$ cat config.mk
export PLATFORM = sky130hd
export DESIGN_NAME = rcpu_io_uart
export DESIGN_NICKNAME = d
export VERILOG_FILES = /design/src/rtl/rcpu_io_pkg.sv /design/src/rtl/rcpu_io_fifo.sv /design/src/rtl/rcpu_io_uart.sv
export SDC_FILE = /design/constraint.sdc
export NUM_CORES = 1
export LEC_CHECK = 0
export ABC_AREA = 1
export CORE_MARGIN = 2
export CORE_UTILIZATION = 64
export DETAILED_ROUTE_END_ITERATION = 8
export DONT_BUFFER_PORTS = 1
export GPL_TIMING_DRIVEN = 0
export PLACE_DENSITY = 0.8
export SETUP_SLACK_MARGIN = 0.5
export SYNTH_ARGS = -nofsm -noshare
export SYNTH_HDL_FRONTEND = slang
export SYNTH_SLANG_ARGS = --single-unit
export TNS_END_PERCENT = 100
$ cat constraint.sdc
create_clock -name clk -period 3.9 [get_ports clk]
set_input_delay 0.585 -clock clk [delete_from_list [all_inputs] [get_ports clk]]
set_output_delay 0.585 -clock clk [all_outputs]
set_load 0.01 [all_outputs]
$ cat src/rtl/rcpu_io_pkg.sv
// rcpu_io_pkg: shared constants and types for the RCPU IO/UART block.
//   IO_DATA / IO_STATUS / IO_LED : IO register addresses
//   uart_state_e                 : state encoding shared by the TX and RX FSMs
//   ST_*                         : bit positions inside the STATUS register
package rcpu_io_pkg;

  localparam logic [15:0] IO_DATA   = 16'h0000;
  localparam logic [15:0] IO_STATUS = 16'h0001;
  localparam logic [15:0] IO_LED    = 16'h0002;

  typedef enum logic [1:0] {
    IDLE  = 2'd0,
    START = 2'd1,
    DATA  = 2'd2,
    STOP  = 2'd3
  } uart_state_e;

  localparam int unsigned ST_TX_EMPTY    = 0;
  localparam int unsigned ST_RX_NONEMPTY = 1;
  localparam int unsigned ST_TX_FULL     = 2;
  localparam int unsigned ST_RX_OVERRUN  = 3;

endpackage

$ cat src/rtl/rcpu_io_fifo.sv
// rcpu_io_fifo: 8-bit synchronous FIFO, DEPTH entries (power of two).
//   clk, resetq        : clock, async active-high reset (empties the FIFO)
//   push, push_data    : write request; accepted when not full or when popping
//   pop                : read request; ignored when empty
//   pop_data_c         : head entry (combinational, valid while !empty)
//   full, empty        : registered occupancy flags
module rcpu_io_fifo #(
  parameter int unsigned DEPTH = 8
) (
  input  logic       clk,
  input  logic       resetq,
  input  logic       push,
  input  logic [7:0] push_data,
  input  logic       pop,
  output logic [7:0] pop_data_c,
  output logic       full,
  output logic       empty
);

  localparam int unsigned AW = $clog2(DEPTH);
  localparam logic [AW:0] FULL_CNT = (AW+1)'(DEPTH);

  logic [7:0]    mem [DEPTH];
  logic [AW-1:0] wr_ptr, rd_ptr;
  logic [AW:0]   count, count_n;
  logic          do_push_c, do_pop_c;

  // A push into a full FIFO still succeeds if an entry leaves in the same cycle.
  assign do_pop_c  = pop && !empty;
  assign do_push_c = push && (!full || do_pop_c);
  assign pop_data_c = mem[rd_ptr];

  // Occupancy next-state
  always_comb begin
    count_n = count;
    if (do_push_c && !do_pop_c)      count_n = count + 1'b1;
    else if (!do_push_c && do_pop_c) count_n = count - 1'b1;
  end

  // Pointers wrap naturally at AW bits
  always_ff @(posedge clk or posedge resetq) begin
    if (resetq) begin
      wr_ptr <= '0;
      rd_ptr <= '0;
      count  <= '0;
      full   <= 1'b0;
      empty  <= 1'b1;
    end else begin
      if (do_push_c) wr_ptr <= wr_ptr + 1'b1;
      if (do_pop_c)  rd_ptr <= rd_ptr + 1'b1;
      count <= count_n;
      full  <= (count_n == FULL_CNT);
      empty <= (count_n == '0);
    end
  end

  // Storage
  always_ff @(posedge clk) begin
    if (do_push_c) mem[wr_ptr] <= push_data;
  end

endmodule

$ cat src/rtl/rcpu_io_uart.sv
// rcpu_io_uart: CPU IO slave with UART (TX/RX FIFOs) and an LED register.
//   clk, resetq                  : clock, async active-high reset
//   io_read_enable/write_enable  : one-cycle CPU access strobes
//   io_address, io_write_data    : access address and write data
//   io_read_data                 : registered read data, held until next read
//   uart_tx / uart_rx            : serial out (idle high) / async serial in
//   leds                         : LED register output
module rcpu_io_uart
  import rcpu_io_pkg::*;
#(
  parameter int unsigned CLKS_PER_BIT = 104,
  parameter int unsigned FIFO_DEPTH   = 8
) (
  input  logic        clk,
  input  logic        resetq,
  input  logic        io_read_enable,
  input  logic        io_write_enable,
  input  logic [15:0] io_address,
  input  logic [15:0] io_write_data,
  output logic [15:0] io_read_data,
  output logic        uart_tx,
  input  logic        uart_rx,
  output logic [7:0]  leds
);

  localparam logic [15:0] BIT_END  = 16'(CLKS_PER_BIT - 1);
  localparam logic [15:0] HALF_END = 16'(CLKS_PER_BIT / 2 - 1);

  logic       tx_fifo_full, tx_fifo_empty, rx_fifo_full, rx_fifo_empty;
  logic [7:0] tx_fifo_dout_c, rx_fifo_dout_c;
  logic       tx_push_c, tx_pop_c, rx_push_c, rx_pop_c;
  logic       tx_empty_c, rx_overrun;
  logic [15:0] status_c, rd_mux_c;
  logic       unused_c;

  uart_state_e tx_state, tx_state_n, rx_state, rx_state_n;
  logic [15:0] tx_cnt, tx_cnt_n, rx_cnt, rx_cnt_n;
  logic [2:0]  tx_bit, tx_bit_n, rx_bit, rx_bit_n;
  logic [7:0]  tx_shift, tx_shift_n, rx_shift, rx_shift_n;
  logic        tx_line_n;
  logic        rx_s1, rx_s2, rx_prev;

  assign unused_c  = ^io_write_data[15:8];
  assign tx_push_c = io_write_enable && (io_address == IO_DATA);
  assign rx_pop_c  = io_read_enable && (io_address == IO_DATA);
  assign tx_empty_c = tx_fifo_empty && (tx_state == IDLE);

  rcpu_io_fifo #(.DEPTH(FIFO_DEPTH)) u_tx_fifo (
    .clk(clk), .resetq(resetq), .push(tx_push_c), .push_data(io_write_data[7:0]),
    .pop(tx_pop_c), .pop_data_c(tx_fifo_dout_c), .full(tx_fifo_full), .empty(tx_fifo_empty)
  );

  rcpu_io_fifo #(.DEPTH(FIFO_DEPTH)) u_rx_fifo (
    .clk(clk), .resetq(resetq), .push(rx_push_c), .push_data(rx_shift),
    .pop(rx_pop_c), .pop_data_c(rx_fifo_dout_c), .full(rx_fifo_full), .empty(rx_fifo_empty)
  );

  // Read mux built from current (pre-write) state
  always_comb begin
    status_c = '0;
    status_c[ST_TX_EMPTY]    = tx_empty_c;
    status_c[ST_RX_NONEMPTY] = !rx_fifo_empty;
    status_c[ST_TX_FULL]     = tx_fifo_full;
    status_c[ST_RX_OVERRUN]  = rx_overrun;
    rd_mux_c = '0;
    case (io_address)
      IO_DATA:   rd_mux_c = rx_fifo_empty ? 16'h0000 : {8'h01, rx_fifo_dout_c};
      IO_STATUS: rd_mux_c = status_c;
      IO_LED:    rd_mux_c = {8'h00, leds};
      default:   rd_mux_c = '0;
    endcase
  end

  // CPU-visible registers
  always_ff @(posedge clk or posedge resetq) begin
    if (resetq) begin
      io_read_data <= '0;
      leds         <= '0;
      rx_overrun   <= 1'b0;
    end else begin
      if (io_read_enable) io_read_data <= rd_mux_c;
      if (io_write_enable && (io_address == IO_LED)) leds <= io_write_data[7:0];
      // A full RX FIFO can only accept the byte if the CPU pops in the same cycle
      if (rx_push_c && rx_fifo_full && !rx_pop_c)
        rx_overrun <= 1'b1;
      else if (io_write_enable && (io_address == IO_STATUS) && io_write_data[0])
        rx_overrun <= 1'b0;
    end
  end

  // TX state register; uart_tx is the registered line value
  always_ff @(posedge clk or posedge resetq) begin
    if (resetq) begin
      tx_state <= IDLE;
      tx_cnt   <= '0;
      tx_bit   <= '0;
      tx_shift <= '0;
      uart_tx  <= 1'b1;
    end else begin
      tx_state <= tx_state_n;
      tx_cnt   <= tx_cnt_n;
      tx_bit   <= tx_bit_n;
      tx_shift <= tx_shift_n;
      uart_tx  <= tx_line_n;
    end
  end

  // TX next state; STOP reloads directly so consecutive frames have no idle gap
  always_comb begin
    tx_state_n = tx_state;
    tx_cnt_n   = tx_cnt;
    tx_bit_n   = tx_bit;
    tx_shift_n = tx_shift;
    tx_line_n  = 1'b1;
    tx_pop_c   = 1'b0;
    case (tx_state)
      IDLE: begin
        if (!tx_fifo_empty) begin
          tx_pop_c   = 1'b1;
          tx_shift_n = tx_fifo_dout_c;
          tx_cnt_n   = '0;
          tx_state_n = START;
          tx_line_n  = 1'b0;
        end
      end
      START: begin
        tx_line_n = 1'b0;
        if (tx_cnt == BIT_END) begin
          tx_cnt_n   = '0;
          tx_bit_n   = '0;
          tx_state_n = DATA;
          tx_line_n  = tx_shift[0];
        end else tx_cnt_n = tx_cnt + 1'b1;
      end
      DATA: begin
        tx_line_n = tx_shift[0];
        if (tx_cnt == BIT_END) begin
          tx_cnt_n   = '0;
          tx_shift_n = {1'b0, tx_shift[7:1]};
          if (tx_bit == 3'd7) begin
            tx_state_n = STOP;
            tx_line_n  = 1'b1;
          end else begin
            tx_bit_n  = tx_bit + 1'b1;
            tx_line_n = tx_shift[1];
          end
        end else tx_cnt_n = tx_cnt + 1'b1;
      end
      STOP: begin
        if (tx_cnt == BIT_END) begin
          tx_cnt_n = '0;
          if (!tx_fifo_empty) begin
            tx_pop_c   = 1'b1;
            tx_shift_n = tx_fifo_dout_c;
            tx_state_n = START;
            tx_line_n  = 1'b0;
          end else tx_state_n = IDLE;
        end else tx_cnt_n = tx_cnt + 1'b1;
      end
      default: tx_state_n = IDLE;
    endcase
  end

  // RX synchronizer, edge history and state register
  always_ff @(posedge clk or posedge resetq) begin
    if (resetq) begin
      rx_s1    <= 1'b1;
      rx_s2    <= 1'b1;
      rx_prev  <= 1'b1;
      rx_state <= IDLE;
      rx_cnt   <= '0;
      rx_bit   <= '0;
      rx_shift <= '0;
    end else begin
      rx_s1    <= uart_rx;
      rx_s2    <= rx_s1;
      rx_prev  <= rx_s2;
      rx_state <= rx_state_n;
      rx_cnt   <= rx_cnt_n;
      rx_bit   <= rx_bit_n;
      rx_shift <= rx_shift_n;
    end
  end

  // RX next state; all samples taken at mid-bit relative to the start edge
  always_comb begin
    rx_state_n = rx_state;
    rx_cnt_n   = rx_cnt;
    rx_bit_n   = rx_bit;
    rx_shift_n = rx_shift;
    rx_push_c  = 1'b0;
    case (rx_state)
      IDLE: begin
        if (rx_prev && !rx_s2) begin
          rx_cnt_n   = '0;
          rx_state_n = START;
        end
      end
      START: begin
        if (rx_cnt == HALF_END) begin
          rx_cnt_n   = '0;
          rx_bit_n   = '0;
          rx_state_n = rx_s2 ? IDLE : DATA;
        end else rx_cnt_n = rx_cnt + 1'b1;
      end
      DATA: begin
        if (rx_cnt == BIT_END) begin
          rx_cnt_n   = '0;
          rx_shift_n = {rx_s2, rx_shift[7:1]};
          if (rx_bit == 3'd7) rx_state_n = STOP;
          else                rx_bit_n   = rx_bit + 1'b1;
        end else rx_cnt_n = rx_cnt + 1'b1;
      end
      STOP: begin
        if (rx_cnt == BIT_END) begin
          rx_cnt_n   = '0;
          rx_push_c  = rx_s2;
          rx_state_n = IDLE;
        end else rx_cnt_n = rx_cnt + 1'b1;
      end
      default: rx_state_n = IDLE;
    endcase
  end

endmodule

**Word level (Yosys, flattened, before mapping)**

Memories as Yosys holds them, arrays and structs flattened.
Cells that the tools add are included.

- Flip-flop bits (word level): 111
- Memory bits (writable): 128
- Input bits: 37
- Output and inout bits: 25
- Word-level logic and storage cells: 168
- Memories: 2

Memory list:

| name | depth | bits a word | read ports | clocked after Yosys merged registers in | wr ports | RTL line | RTL |
|---|---|---|---|---|---|---|---|
| u_rx_fifo.mem | 8 | 8 | 1 | 0 | 1 | rcpu_io_fifo.sv:23 | `logic [7:0] mem [DEPTH];` |
| u_tx_fifo.mem | 8 | 8 | 1 | 0 | 1 | rcpu_io_fifo.sv:23 |  |

- $add $sub $neg: 12
- Eq/ne operators: 27
- Muxes and demuxes: 56
- Reduce and logical (&&, ||, !) cells: 46

Operators by type and width:

| kind | count |
|---|---|
| 2-to-1 mux 16 bit | 5 |
| one-hot mux 16 bit (3 select lines) | 1 |
| adder 16 x 1 -> 16 bit (second input constant) | 2 |
| equality test 16 x 7 -> 1 bit (second input constant) | 2 |
| one-hot mux 16 bit (2 select lines) | 1 |
| one-hot mux 9 bit (3 select lines) | 1 |
| 2-to-1 mux 8 bit | 3 |
| inequality test 2 bit (second input constant) | 12 |
| one-hot mux 8 bit (3 select lines) | 1 |
| 2-to-1 mux 2 bit | 11 |
| adder 3 x 1 -> 3 bit (second input constant) | 6 |
| 2-to-1 mux 3 bit | 6 |
| logical AND 1 bit | 17 |
| equality test 16 x 1 -> 1 bit (second input constant) | 1 |
| equality test 16 x 2 -> 1 bit (second input constant) | 1 |
| equality test 16 x 6 -> 1 bit (second input constant) | 1 |
| logical NOT 16 bit | 1 |
| 2-to-1 mux 1 bit | 16 |
| 2-to-1 mux 4 bit | 4 |
| one-hot mux 2 bit (4 select lines) | 2 |
| one-hot mux 3 bit (2 select lines) | 2 |
| logical NOT 1 bit | 10 |
| AND reduction 5 bit | 2 |
| 2-to-1 mux 9 bit | 1 |
| other kinds (18) | 32 |

**Depth between registers and ports, before layout**

- Depth in word-level cells: 11
- Depth in mapped cells: 15
- Mapped depth without buffers: 14

**By module**

Synthesis repeated with hierarchy kept, for this count alone.

- Cells, all modules: 1119
- Area, all modules: 10988.0 um^2

By module, submodules not included:

| module | times used | cells an instance | area each (um^2) | seq. area each (um^2) |
|---|---|---|---|---|
| rcpu_io_uart | 1 | 587 | 4581.9 | 2006.9 |
| rcpu_io_fifo (u_tx_fifo) | 1 | 277 | 3221.8 | 2223.4 |
| rcpu_io_fifo (u_rx_fifo) | 1 | 255 | 3184.3 | 2223.4 |

**Worst setup path after synthesis**

Ideal clock, no wire load.

- Path kind: register -> register
- Start point: register tx_state[0]
- End point: memory u_tx_fifo.mem[0][0] (enable)
- Setup time: 383 ps
- Arrival: 2082 ps
- Required time: 3517 ps
- Slack: 1435 ps
- Cell stages (with the launch flop): 9
- Buffers on the path: 0
- Clock period less this slack: 2465 ps
- Cell sequence: dfrtp_1 > inv_1 > ha_1 > nor2_2 > nand2_4 > nand2_2 > nand2_2 > or2_4 > nor3_1

- Longest elaborated chain between the ends: 7
- Elaborated cells between the ends (all ways): 8
- Classes of those cells: eq/ne: 1; mux: 3; reduce/logical: 4

Ends and longest elaborated chain:

| what | RTL line | RTL |
|---|---|---|
| start, declared | rcpu_io_uart.sv:36 | `uart_state_e tx_state, tx_state_n, rx_state, rx_state_n;` |
| start signal, assigned | rcpu_io_uart.sv:100 | `tx_state <= tx_state_n;` |
| equality test 2 bit or logical NOT 2 bit (tied branches) | rcpu_io_uart.sv:116 | `case (tx_state)` |
| one-hot mux 1 bit (2 select lines) (*) | rcpu_io_uart.sv:116 |  |
| logical AND 1 bit (*) | rcpu_io_fifo.sv:29 | `assign do_pop_c = pop && !empty;` |
| logical OR 1 bit (*) | rcpu_io_fifo.sv:30 | `assign do_push_c = push && (!full \|\| do_pop_c);` |
| logical AND 1 bit (*) | rcpu_io_fifo.sv:30 |  |
| 2-to-1 mux 1 bit (*) | rcpu_io_fifo.sv:59 | `if (do_push_c) mem[wr_ptr] <= push_data;` |
| 2-to-1 mux 1 bit (not written as such) (*) | rcpu_io_fifo.sv:59 |  |
| end, declared | rcpu_io_fifo.sv:23 |  |

Every way passes the cells marked *; elsewhere a longest branch is shown, timed or not.

**Worst setup path after layout**

- Start point: register tx_cnt[0]
- End point: memory u_tx_fifo.mem[4][5] (enable)

- Longest elaborated chain between the ends: 8

Ends and longest elaborated chain:

| what | RTL line | RTL |
|---|---|---|
| start, declared | rcpu_io_uart.sv:37 | `logic [15:0] tx_cnt, tx_cnt_n, rx_cnt, rx_cnt_n;` |
| start signal, assigned | rcpu_io_uart.sv:101 | `tx_cnt <= tx_cnt_n;` |
| equality test 16 x 7 -> 1 bit | rcpu_io_uart.sv:150 | `if (tx_cnt == BIT_END) begin` |
| 2-to-1 mux 1 bit | rcpu_io_uart.sv:150 |  |
| one-hot mux 1 bit (2 select lines) | rcpu_io_uart.sv:116 |  |
| logical AND 1 bit | rcpu_io_fifo.sv:29 |  |
| logical OR 1 bit | rcpu_io_fifo.sv:30 |  |
| logical AND 1 bit | rcpu_io_fifo.sv:30 |  |
| 2-to-1 mux 1 bit | rcpu_io_fifo.sv:59 |  |
| 2-to-1 mux 1 bit (not written as such) | rcpu_io_fifo.sv:59 |  |

Every way passes these cells.

==> results.yml <==
sta:
  rsz0062_at_grt: "false"
  finalSetupViolations: 0
  fin_crit_ps: 3113
  finalHoldViolCount: 0
  maxSlewViolCount: 0
  setup_ws_ps: 786.5
  fin_setup_tns_ps: 0
  max_freq_ghz: 0.3212
  finClkSkew_ps: 8.593
  worst_pin_slew_ps: 1346
  timing.hold.ws_ps: 69.11
  fin_crit_sh: 0.7983
  slew_headroom: 0.09593
clock_network:
  path_clk_slew_ps: 60
  clockBufferDepth: 3
  hold_buffers: 1
  post-cts-setup-buffers: 0
  clock_latency_ps: 510
  cts_tree: "yes"
  post_cts_resized: 0
  numCtsBuffers: 24
  cts-root-buf: "clkbuf_16"
  clock-sinks: 232
  htree_levels: 1
yosys:
  synth_area_um2: 10570
  syn_inst: 1047
  ys_warn_count: 0
  yosysUniqueCellTypes: 48
  yosysSeqAreaShare: 0.6108
  synth-seq-cells: 232
  syn_avg_cell_area_um2: 10.09
drt:
  routedWlPerCell_um: 16.52
  viasPerCell: 5.670
  first_pass_iters: 5
  vias: 7468
  drc: 0
  drt_wl_total_um: 21760
  drtIter0Drc: 537
  drtAntennaViolNets: 0
setup_path:
  crit_family: "simple AND/OR/NAND/NOR gates"
  cp_slowest_cell: "nor3_1"
  crit_fanout: 8
  critPathBufInv: 1
  startpoint_type: "flop"
  end_kind: "flop"
  slowest_delay_ps: 1020
  cp.arrival_ps: 3230
  path_class: "reg2reg"
  reg2reg_slack_ps: 790
  cp.required_ps: 4020
  cp_cell_sequence: "ha_1, nand2_1, inv_1, nand2_1, nor2_1, nand4_2, nand2_4, nand2_4, nand2_2, nand2_2, or2_4, nor3_1"
die:
  rows: 46
  ios: 62
  die_h_um: 132.5
  die_area_um2: 17550
  initial_utilization: 0.6603
  die_w_um: 132.5
  coreArea_um2: 16000
power:
  power_w: 0.006824
  p_leak_nw: 4.942
  powerDensity_nw_per_um2: 581.2
  ir_worst_vdd_mv: 0.3979
place:
  portBuffers: 0
  dpl.hpwl_um: 14780
  gp_congestion: 0.8860
  post-place-ws_ps: 741.1
final_layout:
  drive_above_1_share: 0.09173
  antenna_cells: 0
  areaGrowthSynthToFinish_pct: 11.14
  nets: 1139
  fin_util: 0.7339
  mostFrequentLayoutCells: "nand2_1 (167), nor2_1 (155), edfxtp_1 (128)"
  nFillCells: 1130
  layout_commonest_cell: "nand2_1"
global_route:
  grtUsageTotal: 0.2546
  grt_pass1_wl_um: 35930
  grt_pass1_vias: 7414
  grt_max_degree: 66
  gr-total-overflow: 0
  grt_antenna_before_repair: 0
flow_run:
  drv_cap: 0
outcome:
  status: "finished, final reports clean"
min_path:
  hp-class: "in2reg"
-- where the power goes --
| part | switching (W) | total, W | internal [W] |
|---|---|---|---|
| clock network | 0.000914 | 0.00234 | 0.00142 |
| registers | 0.000164 | 0.00293 | 0.00276 |
| logic | 0.00105 | 0.00156 | 0.000513 |
-- cells by family after synthesis --
family / after synthesis / share of synthesized area
and+or+nand+nor: 427 / 0.1773
DFF: 232 / 0.6108
AOI/OAI and AO/OA: 197 / 0.1050
buffers and inverters: 135 / 0.05140
xor gates and xnor gates: 24 / 0.01990
adders and majority gates: 19 / 0.02250
muxes: 12 / 0.01267
other: 1 / 0.0003549
-- synth_stat cells (all sizes together) --
master / count / area, um^2
conb: 1 / 3.750
xnor2: 2 / 17.52
nor3: 31 / 171.4
nand2: 175 / 691.9
o31ai: 1 / 7.510
o21ai: 102 / 510.5
o22ai: 31 / 193.9
clkbuf: 23 / 86.33
inv: 98 / 367.9
o211a: 1 / 10.01
nor4: 1 / 6.260
a21o: 1 / 7.510
edfxtp: 128 / 3844
nor3b: 1 / 7.510
nand3b: 3 / 26.27
mux2: 11 / 123.9
mux2i: 1 / 10.01
clkinv: 4 / 15.01
a32o: 1 / 10.01
nand4: 16 / 106.4
o32ai: 14 / 122.6
buf: 10 / 73.82
dfstp: 6 / 157.7
o2111ai: 1 / 8.760
xor2: 22 / 192.7
a22oi: 3 / 22.52
o211ai: 2 / 15.01
nor2: 162 / 653.1
ha: 19 / 237.7
nand3: 36 / 195.2
a21oi: 39 / 195.2
a31oi: 1 / 6.260
and2: 1 / 6.260
dfrtp: 98 / 2452
or2: 1 / 8.760
-- per-stage QoR --
| step | std cells | cell area (um^2) |
|---|---|---|
| 2_1_floorplan | 1053 | 10590 |
| 3_3_place_gp | 1269 | 10860 |
| 3_5_place_dp | 1270 | 10890 |
| 4_1_cts | 1315 | 11720 |
| 5_1_grt | 1317 | 11740 |
| 6_report | 1317 | 11740 |
-- sequential cells by signal (all words and copies together) (netlist names), 2 cells and up, named ones only --
signal and flops:
u_rx_fifo.mem 64, u_tx_fifo.mem 64, rx_cnt 16, tx_cnt 16, io_read_data 9, leds 8, rx_shift 8, tx_shift 8
u_rx_fifo.count 4, u_tx_fifo.count 4, rx_bit 3, tx_bit 3, u_rx_fifo.rd_ptr 3, u_rx_fifo.wr_ptr 3, u_tx_fifo.rd_ptr 3, u_tx_fifo.wr_ptr 3
tx_state 2
-- worst paths after layout --
| check | startpoint | endpoint | cells after the start |
|---|---|---|---|
| min in group asynchronous | resetq | rx_cnt[10] | 2 |
| worst min register to register | rx_s1 | rx_s2 | 0 |
| worst min-delay path | uart_rx | rx_s1 | 0 |
| max in group asynchronous | resetq | uart_tx | 3 |
| worst max register to register | tx_cnt[0] | u_tx_fifo.mem[4][5] | 12 |
| worst max-delay path | tx_cnt[0] | u_tx_fifo.mem[4][5] | 12 |
-- routing by layer --
metal  GRT usage  vias up  wire, um
met5           0        -         0
met4      0.1105        0       843
met3     0.04636       60      1213
met2      0.4309      213     10840
met1      0.3241     3543      8862
li1            -     3652         -
-- layout make-up --
| type | instances | area (um^2) | share of cell area |
|---|---|---|---|
| repair buffers | 4 | 52.55 | 0.004475 |
| clock inverters | 14 | 143.9 | 0.01225 |
| multi-input cells | 686 | 3601 | 0.3067 |
| clock buffers | 30 | 675.6 | 0.05754 |
| flip-flops and latches | 232 | 6454 | 0.5496 |
| well taps | 216 | 270.3 | 0.02302 |
| inverters | 102 | 385.4 | 0.03282 |
| plain buffers | 33 | 160.2 | 0.01364 |
Power figures use the tool's default switching activity.
